==> config.mk <==
export PLATFORM = sky130hd
export DESIGN_NAME = od_line_rx
export DESIGN_NICKNAME = d
export VERILOG_FILES = /design/src/rtl/od_line_pkg.sv /design/src/rtl/od_line_sync.sv /design/src/rtl/od_line_rx.sv
export SDC_FILE = /design/constraint.sdc
export NUM_CORES = 1
export LEC_CHECK = 0
export ABC_CLOCK_PERIOD_IN_PS = 3370
export CAP_MARGIN = 25
export CELL_PAD_IN_SITES_DETAIL_PLACEMENT = 1
export CELL_PAD_IN_SITES_GLOBAL_PLACEMENT = 1
export CORE_UTILIZATION = 42
export DETAILED_ROUTE_END_ITERATION = 8
export PLACE_DENSITY_LB_ADDON = 0.1
export SETUP_SLACK_MARGIN = 0.5
export SYNTH_ARGS = -nofsm -noshare
export SYNTH_HDL_FRONTEND = slang
export SYNTH_SLANG_ARGS = --single-unit
==> constraint.sdc <==
create_clock -name clk -period 3.37 [get_ports clk]
set_input_delay 0.337 -clock clk [delete_from_list [all_inputs] [get_ports clk]]
set_output_delay 0.337 -clock clk [all_outputs]
set_load 0.05 [all_outputs]
==> src/rtl/od_line_pkg.sv <==
// Shared types and default timing for the open-drain line receiver.
package od_line_pkg;

    typedef enum logic [1:0] {
        ST_IDLE     = 2'd0,
        ST_LOW      = 2'd1,
        ST_RST_HOLD = 2'd2
    } state_e;

    localparam int unsigned DEF_DATA_W = 8;
    localparam int unsigned DEF_T_MIN  = 4;
    localparam int unsigned DEF_T_THR  = 20;
    localparam int unsigned DEF_T_RST  = 100;
    localparam int unsigned DEF_T_IDLE = 200;

    // Bits needed to hold 0..max_val, never less than one.
    function automatic int unsigned cnt_w(input int unsigned max_val);
        if (max_val < 1) begin
            cnt_w = 1;
        end else begin
            cnt_w = $clog2(max_val + 1);
        end
    endfunction

endpackage

==> src/rtl/od_line_sync.sv <==
// Two-flop synchronizer for the asynchronous open-drain wire; idles high.
module od_line_sync (
    input  logic clk,
    input  logic rst_n,
    input  logic d_in,
    output logic d_sync
);

    logic sync1_q, sync1_d;
    logic sync2_q, sync2_d;

    always_comb begin
        sync1_d = d_in;
        sync2_d = sync1_q;
    end

    always_ff @(posedge clk or negedge rst_n) begin
        if (!rst_n) begin
            sync1_q <= 1'b1;
            sync2_q <= 1'b1;
        end else begin
            sync1_q <= sync1_d;
            sync2_q <= sync2_d;
        end
    end

    assign d_sync = sync2_q;

endmodule

==> src/rtl/od_line_rx.sv <==
// Open-drain line receiver: measures low-pulse widths, decodes bits, bus
// resets and glitches, and assembles LSB-first words onto a valid/ready port.
module od_line_rx
    import od_line_pkg::*;
#(
    parameter int unsigned DATA_W = DEF_DATA_W,
    parameter int unsigned T_MIN  = DEF_T_MIN,
    parameter int unsigned T_THR  = DEF_T_THR,
    parameter int unsigned T_RST  = DEF_T_RST,
    parameter int unsigned T_IDLE = DEF_T_IDLE
) (
    input  logic              clk,
    input  logic              rst_n,
    input  logic              line_in,
    output logic [DATA_W-1:0] rx_data,
    output logic              rx_valid,
    input  logic              rx_ready,
    output logic              bus_rst,
    output logic              glitch,
    output logic              frame_err,
    output logic              overrun
);

    localparam int unsigned LO_W   = cnt_w(T_RST);
    localparam int unsigned IDLE_W = cnt_w(T_IDLE);
    localparam int unsigned BC_W   = cnt_w(DATA_W - 1);

    localparam logic [LO_W-1:0]   LO_ONE    = LO_W'(1);
    localparam logic [LO_W-1:0]   LO_MIN    = LO_W'(T_MIN);
    localparam logic [LO_W-1:0]   LO_THR    = LO_W'(T_THR);
    localparam logic [LO_W-1:0]   LO_RST    = LO_W'(T_RST);
    localparam logic [LO_W-1:0]   LO_RST_M1 = LO_W'(T_RST - 1);
    localparam logic [IDLE_W-1:0] IDLE_ONE  = IDLE_W'(1);
    localparam logic [IDLE_W-1:0] IDLE_LAST = IDLE_W'(T_IDLE - 1);
    localparam logic [BC_W-1:0]   BIT_ONE   = BC_W'(1);
    localparam logic [BC_W-1:0]   BIT_LAST  = BC_W'(DATA_W - 1);

    logic s;

    state_e              state_q,     state_d;
    logic [LO_W-1:0]     lo_cnt_q,    lo_cnt_d;
    logic [IDLE_W-1:0]   idle_cnt_q,  idle_cnt_d;
    logic [BC_W-1:0]     bit_cnt_q,   bit_cnt_d;
    logic [DATA_W-2:0]   shreg_q,     shreg_d;
    logic [DATA_W-1:0]   rx_data_q,   rx_data_d;
    logic                rx_valid_q,  rx_valid_d;
    logic                bus_rst_q,   bus_rst_d;
    logic                glitch_q,    glitch_d;
    logic                frame_err_q, frame_err_d;
    logic                overrun_q,   overrun_d;

    logic                bit_valid;
    logic                bit_val;
    logic [DATA_W-1:0]   word;

    od_line_sync u_sync (
        .clk    (clk),
        .rst_n  (rst_n),
        .d_in   (line_in),
        .d_sync (s)
    );

    always_comb begin
        state_d     = state_q;
        lo_cnt_d    = lo_cnt_q;
        idle_cnt_d  = idle_cnt_q;
        bit_cnt_d   = bit_cnt_q;
        shreg_d     = shreg_q;
        rx_data_d   = rx_data_q;
        rx_valid_d  = rx_valid_q && !rx_ready;
        bus_rst_d   = 1'b0;
        glitch_d    = 1'b0;
        frame_err_d = 1'b0;
        overrun_d   = 1'b0;
        bit_valid   = 1'b0;
        bit_val     = 1'b0;
        word        = '0;

        unique case (state_q)
            ST_IDLE: begin
                if (!s) begin
                    state_d    = ST_LOW;
                    lo_cnt_d   = LO_ONE;
                    idle_cnt_d = '0;
                end else if (bit_cnt_q != '0) begin
                    // Partial word pending: abandon it after T_IDLE high cycles.
                    if (idle_cnt_q == IDLE_LAST) begin
                        frame_err_d = 1'b1;
                        bit_cnt_d   = '0;
                        idle_cnt_d  = '0;
                    end else begin
                        idle_cnt_d = idle_cnt_q + IDLE_ONE;
                    end
                end else begin
                    idle_cnt_d = '0;
                end
            end

            ST_LOW: begin
                if (!s) begin
                    if (lo_cnt_q == LO_RST_M1) begin
                        lo_cnt_d  = LO_RST;
                        bus_rst_d = 1'b1;
                        bit_cnt_d = '0;
                        state_d   = ST_RST_HOLD;
                    end else begin
                        lo_cnt_d = lo_cnt_q + LO_ONE;
                    end
                end else begin
                    state_d = ST_IDLE;
                    if (lo_cnt_q < LO_MIN) begin
                        glitch_d = 1'b1;
                    end else begin
                        bit_valid = 1'b1;
                        bit_val   = (lo_cnt_q < LO_THR);
                    end
                end
            end

            ST_RST_HOLD: begin
                if (s) begin
                    state_d = ST_IDLE;
                end
            end

            default: begin
                state_d = ST_IDLE;
            end
        endcase

        // New bit enters at the MSB so the first bit lands in bit 0 of the word.
        if (bit_valid) begin
            word    = {bit_val, shreg_q};
            shreg_d = word[DATA_W-1:1];
            if (bit_cnt_q == BIT_LAST) begin
                bit_cnt_d = '0;
                if (!rx_valid_q || rx_ready) begin
                    rx_data_d  = word;
                    rx_valid_d = 1'b1;
                end else begin
                    overrun_d = 1'b1;
                end
            end else begin
                bit_cnt_d = bit_cnt_q + BIT_ONE;
            end
        end
    end

    always_ff @(posedge clk or negedge rst_n) begin
        if (!rst_n) begin
            state_q     <= ST_IDLE;
            lo_cnt_q    <= '0;
            idle_cnt_q  <= '0;
            bit_cnt_q   <= '0;
            shreg_q     <= '0;
            rx_data_q   <= '0;
            rx_valid_q  <= 1'b0;
            bus_rst_q   <= 1'b0;
            glitch_q    <= 1'b0;
            frame_err_q <= 1'b0;
            overrun_q   <= 1'b0;
        end else begin
            state_q     <= state_d;
            lo_cnt_q    <= lo_cnt_d;
            idle_cnt_q  <= idle_cnt_d;
            bit_cnt_q   <= bit_cnt_d;
            shreg_q     <= shreg_d;
            rx_data_q   <= rx_data_d;
            rx_valid_q  <= rx_valid_d;
            bus_rst_q   <= bus_rst_d;
            glitch_q    <= glitch_d;
            frame_err_q <= frame_err_d;
            overrun_q   <= overrun_d;
        end
    end

    assign rx_data   = rx_data_q;
    assign rx_valid  = rx_valid_q;
    assign bus_rst   = bus_rst_q;
    assign glitch    = glitch_q;
    assign frame_err = frame_err_q;
    assign overrun   = overrun_q;

endmodule

# Yosys cells after proc, flatten, opt, wreduce, memory -nomap -nowiden
# Cells that the tools add are included.
[classes]
n_addsub = 3
mul = 0
div = 0
magnitude_cmp = 2
eq_ne = 14
n_shift = 0
muxes = 42
n_bitwise = 0
reduce_logical = 12
[ops]
columns = ["cell", "n"]
rows = [
  ["$mux W8", 3],
  ["$mux W1", 22],
  ["$mux W3", 7],
  ["$mux W7", 3],
  ["$pmux W7 S2", 1],
  ["$ne A3 B3 Y1 const B", 4],
  ["$reduce_and A3 Y1", 3],
  ["$add A8 B1 Y8 const B", 1],
  ["$eq A8 B8 Y1 const B", 1],
  ["$mux W2", 4],
  ["$add A7 B1 Y7 const B", 1],
  ["$eq A7 B7 Y1 const B", 1],
  ["$lt A7 B3 Y1 const B", 1],
  ["$lt A7 B5 Y1 const B", 1],
  ["$ne A3 B2 Y1 const B", 2],
  ["$pmux W2 S3", 1],
  ["$pmux W3 S2", 1],
  ["$reduce_and A6 Y1", 1],
  ["$reduce_bool A3 Y1", 2],
  ["$ne A2 B2 Y1 const B", 2],
  ["$add A3 B1 Y3 const B", 1],
  ["$eq A3 B3 Y1 const B", 1],
  ["$eq A2 B1 Y1 const B", 1],
  ["$eq A2 B2 Y1 const B", 1],
  ["other kinds (6)", 7],
]
[word_totals]
regBits = 42
latch_bits = 0
mem_bits_rw = 0
romBits = 0
out_inout_bits = 13
n_memories = 0

# Depth between registers and ports, before layout
# Gate-level depths: netlist of the first run.
[logic_depth]
word_depth = 6
ltp_mapped = 7

# Modules after synthesis
# A second synthesis of the first run with hierarchy kept.
[unflattened]
cells_unflattened = 175
area_unflattened_um2 = 1936.9
[modules_own_cells]
columns = ["module", "n_inst", "cells_per_inst", "area_each_um2", "seq_area_each_um2"]
rows = [
  ["od_line_rx", 1, 173, 1884.3, 1001.0],
  ["od_line_sync", 1, 2, 52.6, 52.6],
]

# Worst setup path before layout of the first run
# Ideal clock, no wire load.
[synth_path]
path_kind = "flip-flop to flip-flop"
start = "register lo_cnt_q[3]"
end = "register rx_data_q[0], in the netlist rx_data[0]"
arrival_time_ns = 1.572
t_required_ns = 3.245
path_slack_ns = 1.673
stages_incl_launch_ff = 5
path_buffers = 1
cell_sequence = "dfrtp_1 > or3_1 > buf_6 > o2111ai_4 > mux2_2"
[synth_via]
elab_chain_cells = 5
[synth_rtl]
columns = ["item", "line_no", "source"]
rows = [
  ["from (decl)", "od_line_rx.sv:41", "logic [LO_W-1:0] lo_cnt_q, lo_cnt_d;"],
  ["from (signal assigned)", "od_line_rx.sv:164", "lo_cnt_q <= lo_cnt_d;"],
  ["$lt A7 B3 Y1", "od_line_rx.sv:111", "if (lo_cnt_q < LO_MIN) begin"],
  ["$mux W1", "od_line_rx.sv:111", ""],
  ["$mux W1", "od_line_rx.sv:100", "if (!s) begin"],
  ["$mux W1", "od_line_rx.sv:79", "unique case (state_q)"],
  ["$reduce_and A3 Y1 (no source line)", "n/a", ""],
  ["to (signal assigned)", "od_line_rx.sv:168", "rx_data_q <= rx_data_d;"],
  ["to (decl)", "od_line_rx.sv:45", "logic [DATA_W-1:0] rx_data_q, rx_data_d;"],
]
# No other way between the ends.
# A chain may end at the register's enable or synchronous reset.

# Worst setup path in the final report of the first run
[layout_path]
start = "register state_q[0]"
end = "register shreg_q[1]"
[layout_via]
elab_chain_cells = 2
[layout_rtl]
columns = ["item", "line_no", "source"]
rows = [
  ["from (decl)", "od_line_rx.sv:40", "state_e state_q, state_d;"],
  ["from (signal assigned)", "od_line_rx.sv:163", "state_q <= state_d;"],
  ["$eq A2 B1 Y1", "od_line_rx.sv:79", ""],
  ["$mux W1", "od_line_rx.sv:79", ""],
  ["to (signal assigned)", "od_line_rx.sv:167", "shreg_q <= shreg_d;"],
  ["to (decl)", "od_line_rx.sv:44", "logic [DATA_W-2:0] shreg_q, shreg_d;"],
]
# No other way between the ends.

==> results.txt, run 1 <==
DRT Pass-1 Iters - 3
Lkg Pwr - 1.03 nW
Syn avg cell area - 11.3 µm²
RSZ-0062 raised after global routing - no
Die Y - 69.8 µm
Layout cells sized above 1 - 0.147
Number of diodes - 0
Placed Area - 0.00212 mm²
DR vias/cell - 5.62
Final GP Congestion - 0.793
Vias in the first global route - 1479
Global-route wire length before repair - 7060 µm
DRT antenna net count - 0
Critical path, cell by cell - and3b_1 > a21boi_1 > mux2_2
Reg2reg end - shreg_q[1]$_DFFE_PN0P_
Post-layout util - 0.511
Post-synth top area cell - dfrtp_1
Final setup TNS - 0 ps
Drt total wl - 4140 µm
CTS buffer count - 5
Number of flops mapped to enable cells by yosys - 0
Status - completed
Fillcell total - 481
Seq/Total Area, Yosys - 0.546
Clk root buf - clkbuf_8
GR Overflow Total - 0
Crit start category - flop
Pwr dens - 538 mW/mm²
Fin Clk Skew - 11.8 ps
Final hold vios - 0
Total number of yosys warnings - 0
Share of the synthesized area in the top cell type - 0.519
Clk pin slew, worst setup/hold paths - 90 ps
Primary FF master, synth - dfrtp_1
CP Launch Point - state_q[0]$_DFFE_PN0P_
Initial antenna violation count - 0
Worst setup path end - shreg_q[1]$_DFFE_PN0P_
Rows - 24
PortBufs - 16
Via count - 1365
Iter 0 DRT Violations - 43
Worst r2r src - state_q[0]$_DFFE_PN0P_
Non-filler instance count after layout - 243
GRT Util Overall - 0.186
Gate count of the mapped netlist - 171
Top-count cell post-synth - dfrtp_1
Worst reg2reg path depth - 3
Largest net degree at the start of global routing - 43
Core area - 0.00438 mm²
Main area contributors after synthesis - dfrtp_1 52%, mux2_2 7.6%, nand2_1 3.5%
Max cap viols - 0
Setup Viol. Count Final - 0
Min-Delay Path Class - reg2reg
Ports - 17
CTS Sinks - 42
Final min period - 2010 ps
Reg2reg setup slack - 1360 ps
Post_cts resized - 0
Drt wl/cell - 17.0 µm
Yosys reg bits - 42
Die footprint - 0.00487 mm²
CTS tree - done
Final #Nets - 199
CP arrival - 2200 ps
Layout area overhead - 16.1%
Top post-synthesis cells by count - 40 x dfrtp_1, 18 x nand2_1, 13 x mux2_2, 12 x nand3_1, 8 x o21ai_0
Chip width - 69.8 µm
Skew-Pair Late Insertion Delay - 290 ps
Req. time, crit path - 3560 ps
Slowest library cell on the worst path - dfrtp_1
Finished Cell Area - 0.00224 mm²
Count of unique library cells instantiated by Yosys - 41
Clock Tree Buf Depth - 2
CTS H-tree depth - 2
Relative slew slack - 0.630
Mapped Nets - 180
DRC - 0
CP max stage delay - 700 ps
Highest Clock Rate - 496 MHz
Inst Count DP - 233
Post-synthesis cell area - 0.00193 mm²
HPWL after DPL - 2960 µm
Starting Density - 0.440
Worst slew pin tran - 555 ps
Final worst-path cycle share - 0.598
Crit Path Class - reg2reg
Ys async rst share - 1.00
Fin. max-slew vios - 0
Critical-path maximum fanout - 18
Maximum VDD drop - 329 µV
Nature of the critical path endpoint - flop
==> per-stage QoR <==
stage          setup slack, ps  total power, mW  hold WS, ps
2_1_floorplan             1670            0.821         41.4
3_3_place_gp              1460            0.859          347
3_5_place_dp              1360            0.881          349
4_1_cts                   1350             1.23          205
5_1_grt                   1240             1.28          367
6_report                  1360             1.21          359
==> worst max-delay path, delay by kind of cell, from the launching register on <==
| kind | cells | cell delay, ps |
|---|---|---|
| AO/OA/AOI/OAI | 1 | 460 |
| flip-flops | 1 | 700 |
| multiplexers | 1 | 380 |
| AND/OR/NAND/NOR | 1 | 360 |
==> sequential cells by signal, indices dropped and copies added, names as in the netlist <==
signal          count
overrun             1
bus_rst             1
glitch              1
idle_cnt_q          8
frame_err           1
state_q             2
lo_cnt_q            7
bit_cnt_q           3
rx_valid            1
u_sync.d_sync       1
shreg_q             7
rx_data             8
u_sync.sync1_q      1
==> how the worst min path moves through the flow <==
| stage | startpoint | end | slack [ps] | cells past startpoint |
|---|---|---|---|---|
| floorplan | rst_n | bit_cnt_q[0]$_DFFE_PN0P_ | 40 | 0 |
| global placement | u_sync.sync1_q$_DFF_PN1_ | u_sync.d_sync$_DFF_PN1_ | 350 | 0 |
| detailed placement | u_sync.sync1_q$_DFF_PN1_ | u_sync.d_sync$_DFF_PN1_ | 350 | 0 |
| CTS | rst_n | frame_err$_DFF_PN0_ | 200 | 1 |
| global route | u_sync.sync1_q$_DFF_PN1_ | u_sync.d_sync$_DFF_PN1_ | 370 | 0 |
| finish | u_sync.sync1_q$_DFF_PN1_ | u_sync.d_sync$_DFF_PN1_ | 360 | 0 |
==> cells by family (layout without fill, tap and decap cells) <==
kind of cell | after synthesis | in the layout | synth area share
adder cells (fa/ha/maj) | 5 | 5 | 0.0324
AO/OA/AOI/OAI | 34 | 34 | 0.131
buffers and inverters | 9 | 29 | 0.0233
flip-flops | 42 | 42 | 0.546
multiplexers | 14 | 14 | 0.0811
AND/OR/NAND/NOR | 65 | 65 | 0.177
XOR/XNOR | 2 | 2 | 0.00908
==> cell type report <==
type / count / area, µm² / area share
clock buffers: 6 / 82.6 / 0.0369
repair buffers: 18 / 185 / 0.0826
clock inverters: 2 / 12.5 / 0.00558
flip-flops and latches: 42 / 1050 / 0.470
well taps: 52 / 65.1 / 0.0290
multi-input cells: 120 / 831 / 0.371
inverters: 3 / 11.3 / 0.00503
==> layer usage <==
metal | vias to the layer above | part of all wire | track usage
li1 | 661 | - | -
met1 | 684 | 0.47 | 0.233
met2 | 15 | 0.49 | 0.315
met3 | 5 | 0.022 | 0.0451
met4 | 0 | 0.014 | 0.0600
met5 | - | 0 | 0
==> placed cells by master (no fill, tap or decap), drive strengths merged, types with 5 or more instances in the layout <==
master / n
a31oi: 7
nand2: 18
mux2: 13
o21ai: 9
nor2: 6
and3: 6
clkbuf: 6
ha: 5
dfrtp: 40
clkdlybuf4s50: 15
nand3: 12
==> where the power goes <==
part           total, mW  internal (mW)  switching [mW]  leakage, nW
Combinational      0.222         0.0984           0.123        0.418
Sequential         0.649          0.578          0.0712        0.561
Clock              0.336          0.165           0.171       0.0472
==> timing repair <==
action / 4_1_cts / 5_1_grt
hold buffers: 0 / 1
endpoints found under the hold margin: 0 / 13
setup buffers: 0 / 0
No activity file was read; power rests on OpenSTA's default activity.
==> inputs of run 2 (changes only) <==
--- a/config.mk
+++ b/config.mk
@@ -5,7 +5,7 @@
 export SDC_FILE = /design/constraint.sdc
 export NUM_CORES = 1
 export LEC_CHECK = 0
-export ABC_CLOCK_PERIOD_IN_PS = 3370
+export ABC_CLOCK_PERIOD_IN_PS = 2000
 export CAP_MARGIN = 25
 export CELL_PAD_IN_SITES_DETAIL_PLACEMENT = 1
 export CELL_PAD_IN_SITES_GLOBAL_PLACEMENT = 1
==> constraint.sdc (replaced) <==
create_clock -name clk -period 2 [get_ports clk]
set_input_delay 0.2 -clock clk [delete_from_list [all_inputs] [get_ports clk]]
set_output_delay 0.2 -clock clk [all_outputs]
set_load 0.05 [all_outputs]
==> run 2 against run 1 <==
  * Utilization grew 6.8 points
  * Cell area grew 13%
  * Non-clock buffer count grew 17
  * Clock power grew 91%
  * Die area is the same
  * Setup slack lost 1000 ps
  * Critical endpoint is now rx_data[6]$_DFFE_PN0P_
==> results.txt, run 2 (synthesized netlist as in run 1, its figures left out) <==
Status - completed
Drt wl/cell - 17.7 µm (+4.1%)
Max cap viols - 0 (unchanged)
GRT Util Overall - 0.207 (+0.0206)
CTS tree - done
Die footprint - 0.00487 mm² (unchanged)
Iter 0 DRT Violations - 87 (+100%)
Final setup TNS - 0 ps (unchanged)
Final Total Pwr - 2.31 mW (+92%)
Clk pin slew, worst setup/hold paths - 70 ps (-20 ps)
Layout cells sized above 1 - 0.335 (+0.188)
DRT Pass-1 Iters - 4 (+1)
Largest net degree at the start of global routing - 43 (unchanged)
Maximum VDD drop - 571 µV (+74%)
Hold_ws - 316 ps (-43.1 ps)
Inst Count DP - 237 (+1.7%)
Req. time, crit path - 2170 ps (-1390 ps)
Crit start category - flop
Final GP Congestion - 0.806 (+1.5%)
Worst hold stages - 1 (+1)
Ports - 17 (unchanged)
Layout area overhead - 31.6%
Number of diodes - 0 (unchanged)
DRT antenna net count - 0 (unchanged)
Rows - 24 (unchanged)
Fin Clk Skew - 5.53 ps (-6.30 ps)
Most frequent cells in the layout - 36 x dfrtp_1, 16 x nand2_1, 14 x buf_4
Drt total wl - 4630 µm (+12%)
Highest Clock Rate - 593 MHz (+19%)
Reg2reg end - rx_data[6]$_DFFE_PN0P_
Non-filler instance count after layout - 261 (+7.4%)
Final hold vios - 0 (unchanged)
Reg2reg setup slack - 310 ps (-1040 ps)
Vias in the first global route - 1530 (+3.4%)
DR vias/cell - 5.67 (+0.95%)
Setup Viol. Count Final - 0 (unchanged)
Final worst-path cycle share - 0.844 (+0.246)
GR Overflow Total - 0 (unchanged)
CTS H-tree depth - 2 (unchanged)
Chip width - 69.8 µm (unchanged)
Initial antenna violation count - 0 (unchanged)
Clk root buf - clkbuf_8
Global-route wire length before repair - 7940 µm (+12%)
CTS Sinks - 42 (unchanged)
DRC - 0 (unchanged)
Die Y - 69.8 µm (unchanged)
PortBufs - 16 (unchanged)
Min-Delay Path Class - in2reg
RSZ-0062 raised after global routing - yes
Post-layout util - 0.579 (+0.0682)
Via count - 1480 (+8.4%)
Worst reg2reg path depth - 4 (+1)
Fillcell total - 450 (-6.4%)
Starting Density - 0.440 (unchanged)
Crit Path Class - reg2reg
Clock Tree Buf Depth - 2 (unchanged)
Nature of the critical path endpoint - flop
Most common cell after layout, fill and taps aside - dfrtp_1
Fin. max-slew vios - 0 (unchanged)
Core area - 0.00438 mm² (unchanged)
Worst r2r src - lo_cnt_q[3]$_DFFE_PN0P_
Skew-Pair Late Insertion Delay - 290 ps (about the same)
Hold Path Origin - line_in
Lkg Pwr - 1.23 nW (+20%)
Final min period - 1690 ps (-327 ps)
CP arrival - 1860 ps (-340 ps)
Critical-path maximum fanout - 8 (-10)
Relative slew slack - 0.661 (+0.0312)
Worst slew pin tran - 511 ps (-44.8 ps)
Pwr dens - 911 mW/mm² (+69%)
Hold EP - u_sync.sync1_q$_DFF_PN1_
HPWL after DPL - 2920 µm (-1.3%)
CTS buffer count - 5 (unchanged)
Final #Nets - 217 (+9.0%)
## run 2: area by class of cell
type	count	area, µm²	area share
flip-flops and latches	42	1060	0.417
multi-input cells	121	982	0.387
repair buffers	35	317	0.125
clock buffers	7	76.3	0.0300
well taps	52	65.1	0.0256
clock inverters	1	30.0	0.0118
inverters	3	11.3	0.00443
## run 2: worst max-delay path by stage
stage,from,endpoint,slack (ps),depth (start not counted)
floorplan,lo_cnt_q[3]$_DFFE_PN0P_,rx_data[0]$_DFFE_PN0P_,300,4
global placement,lo_cnt_q[3]$_DFFE_PN0P_,rx_data[1]$_DFFE_PN0P_,220,3
detailed placement,lo_cnt_q[3]$_DFFE_PN0P_,rx_data[6]$_DFFE_PN0P_,140,3
CTS,lo_cnt_q[4]$_DFFE_PN0P_,rx_data[6]$_DFFE_PN0P_,330,4
global route,lo_cnt_q[3]$_DFFE_PN0P_,bit_cnt_q[0]$_DFFE_PN0P_,280,4
finish,lo_cnt_q[3]$_DFFE_PN0P_,rx_data[6]$_DFFE_PN0P_,310,4
## run 2: stage by stage
step           setup WS, ps  instance area [µm²]
5_1_grt                 283                 2540
2_1_floorplan           303                 1930
3_5_place_dp            136                 2160
4_1_cts                 327                 2460
6_report                313                 2540
3_3_place_gp            215                 2160
## run 2: routing by layer
layer  GRT usage  wire length, µm  vias up
met5           0                0        -
met4      0.0467               37        0
met3      0.0552              106        4
met2       0.339             2300       18
met1       0.274             2180      758
li1            -                -      700
## run 2: where the power goes
part	switching [mW]	internal [mW]	total, mW
logic	0.289	0.294	0.583
registers	0.112	0.976	1.09
clock network	0.269	0.373	0.643
total	0.670	1.64	2.31
## run 2: worst max-delay path: stages, from the launching register on
cell       delay, ps
dfrtp_2          430
or3_4            440
o2111ai_4        230
buf_12           170
mux2_4           300
## run 2: repair_timing
item                                    CTS  global route
pin swaps                                 5             5
hold buffers                              1             0
gates cloned                              0             1
hold endpoints to repair                 40             0
gates resized for setup                  47            12
endpoints found under the setup margin   47            32
buffers inserted                          9             5
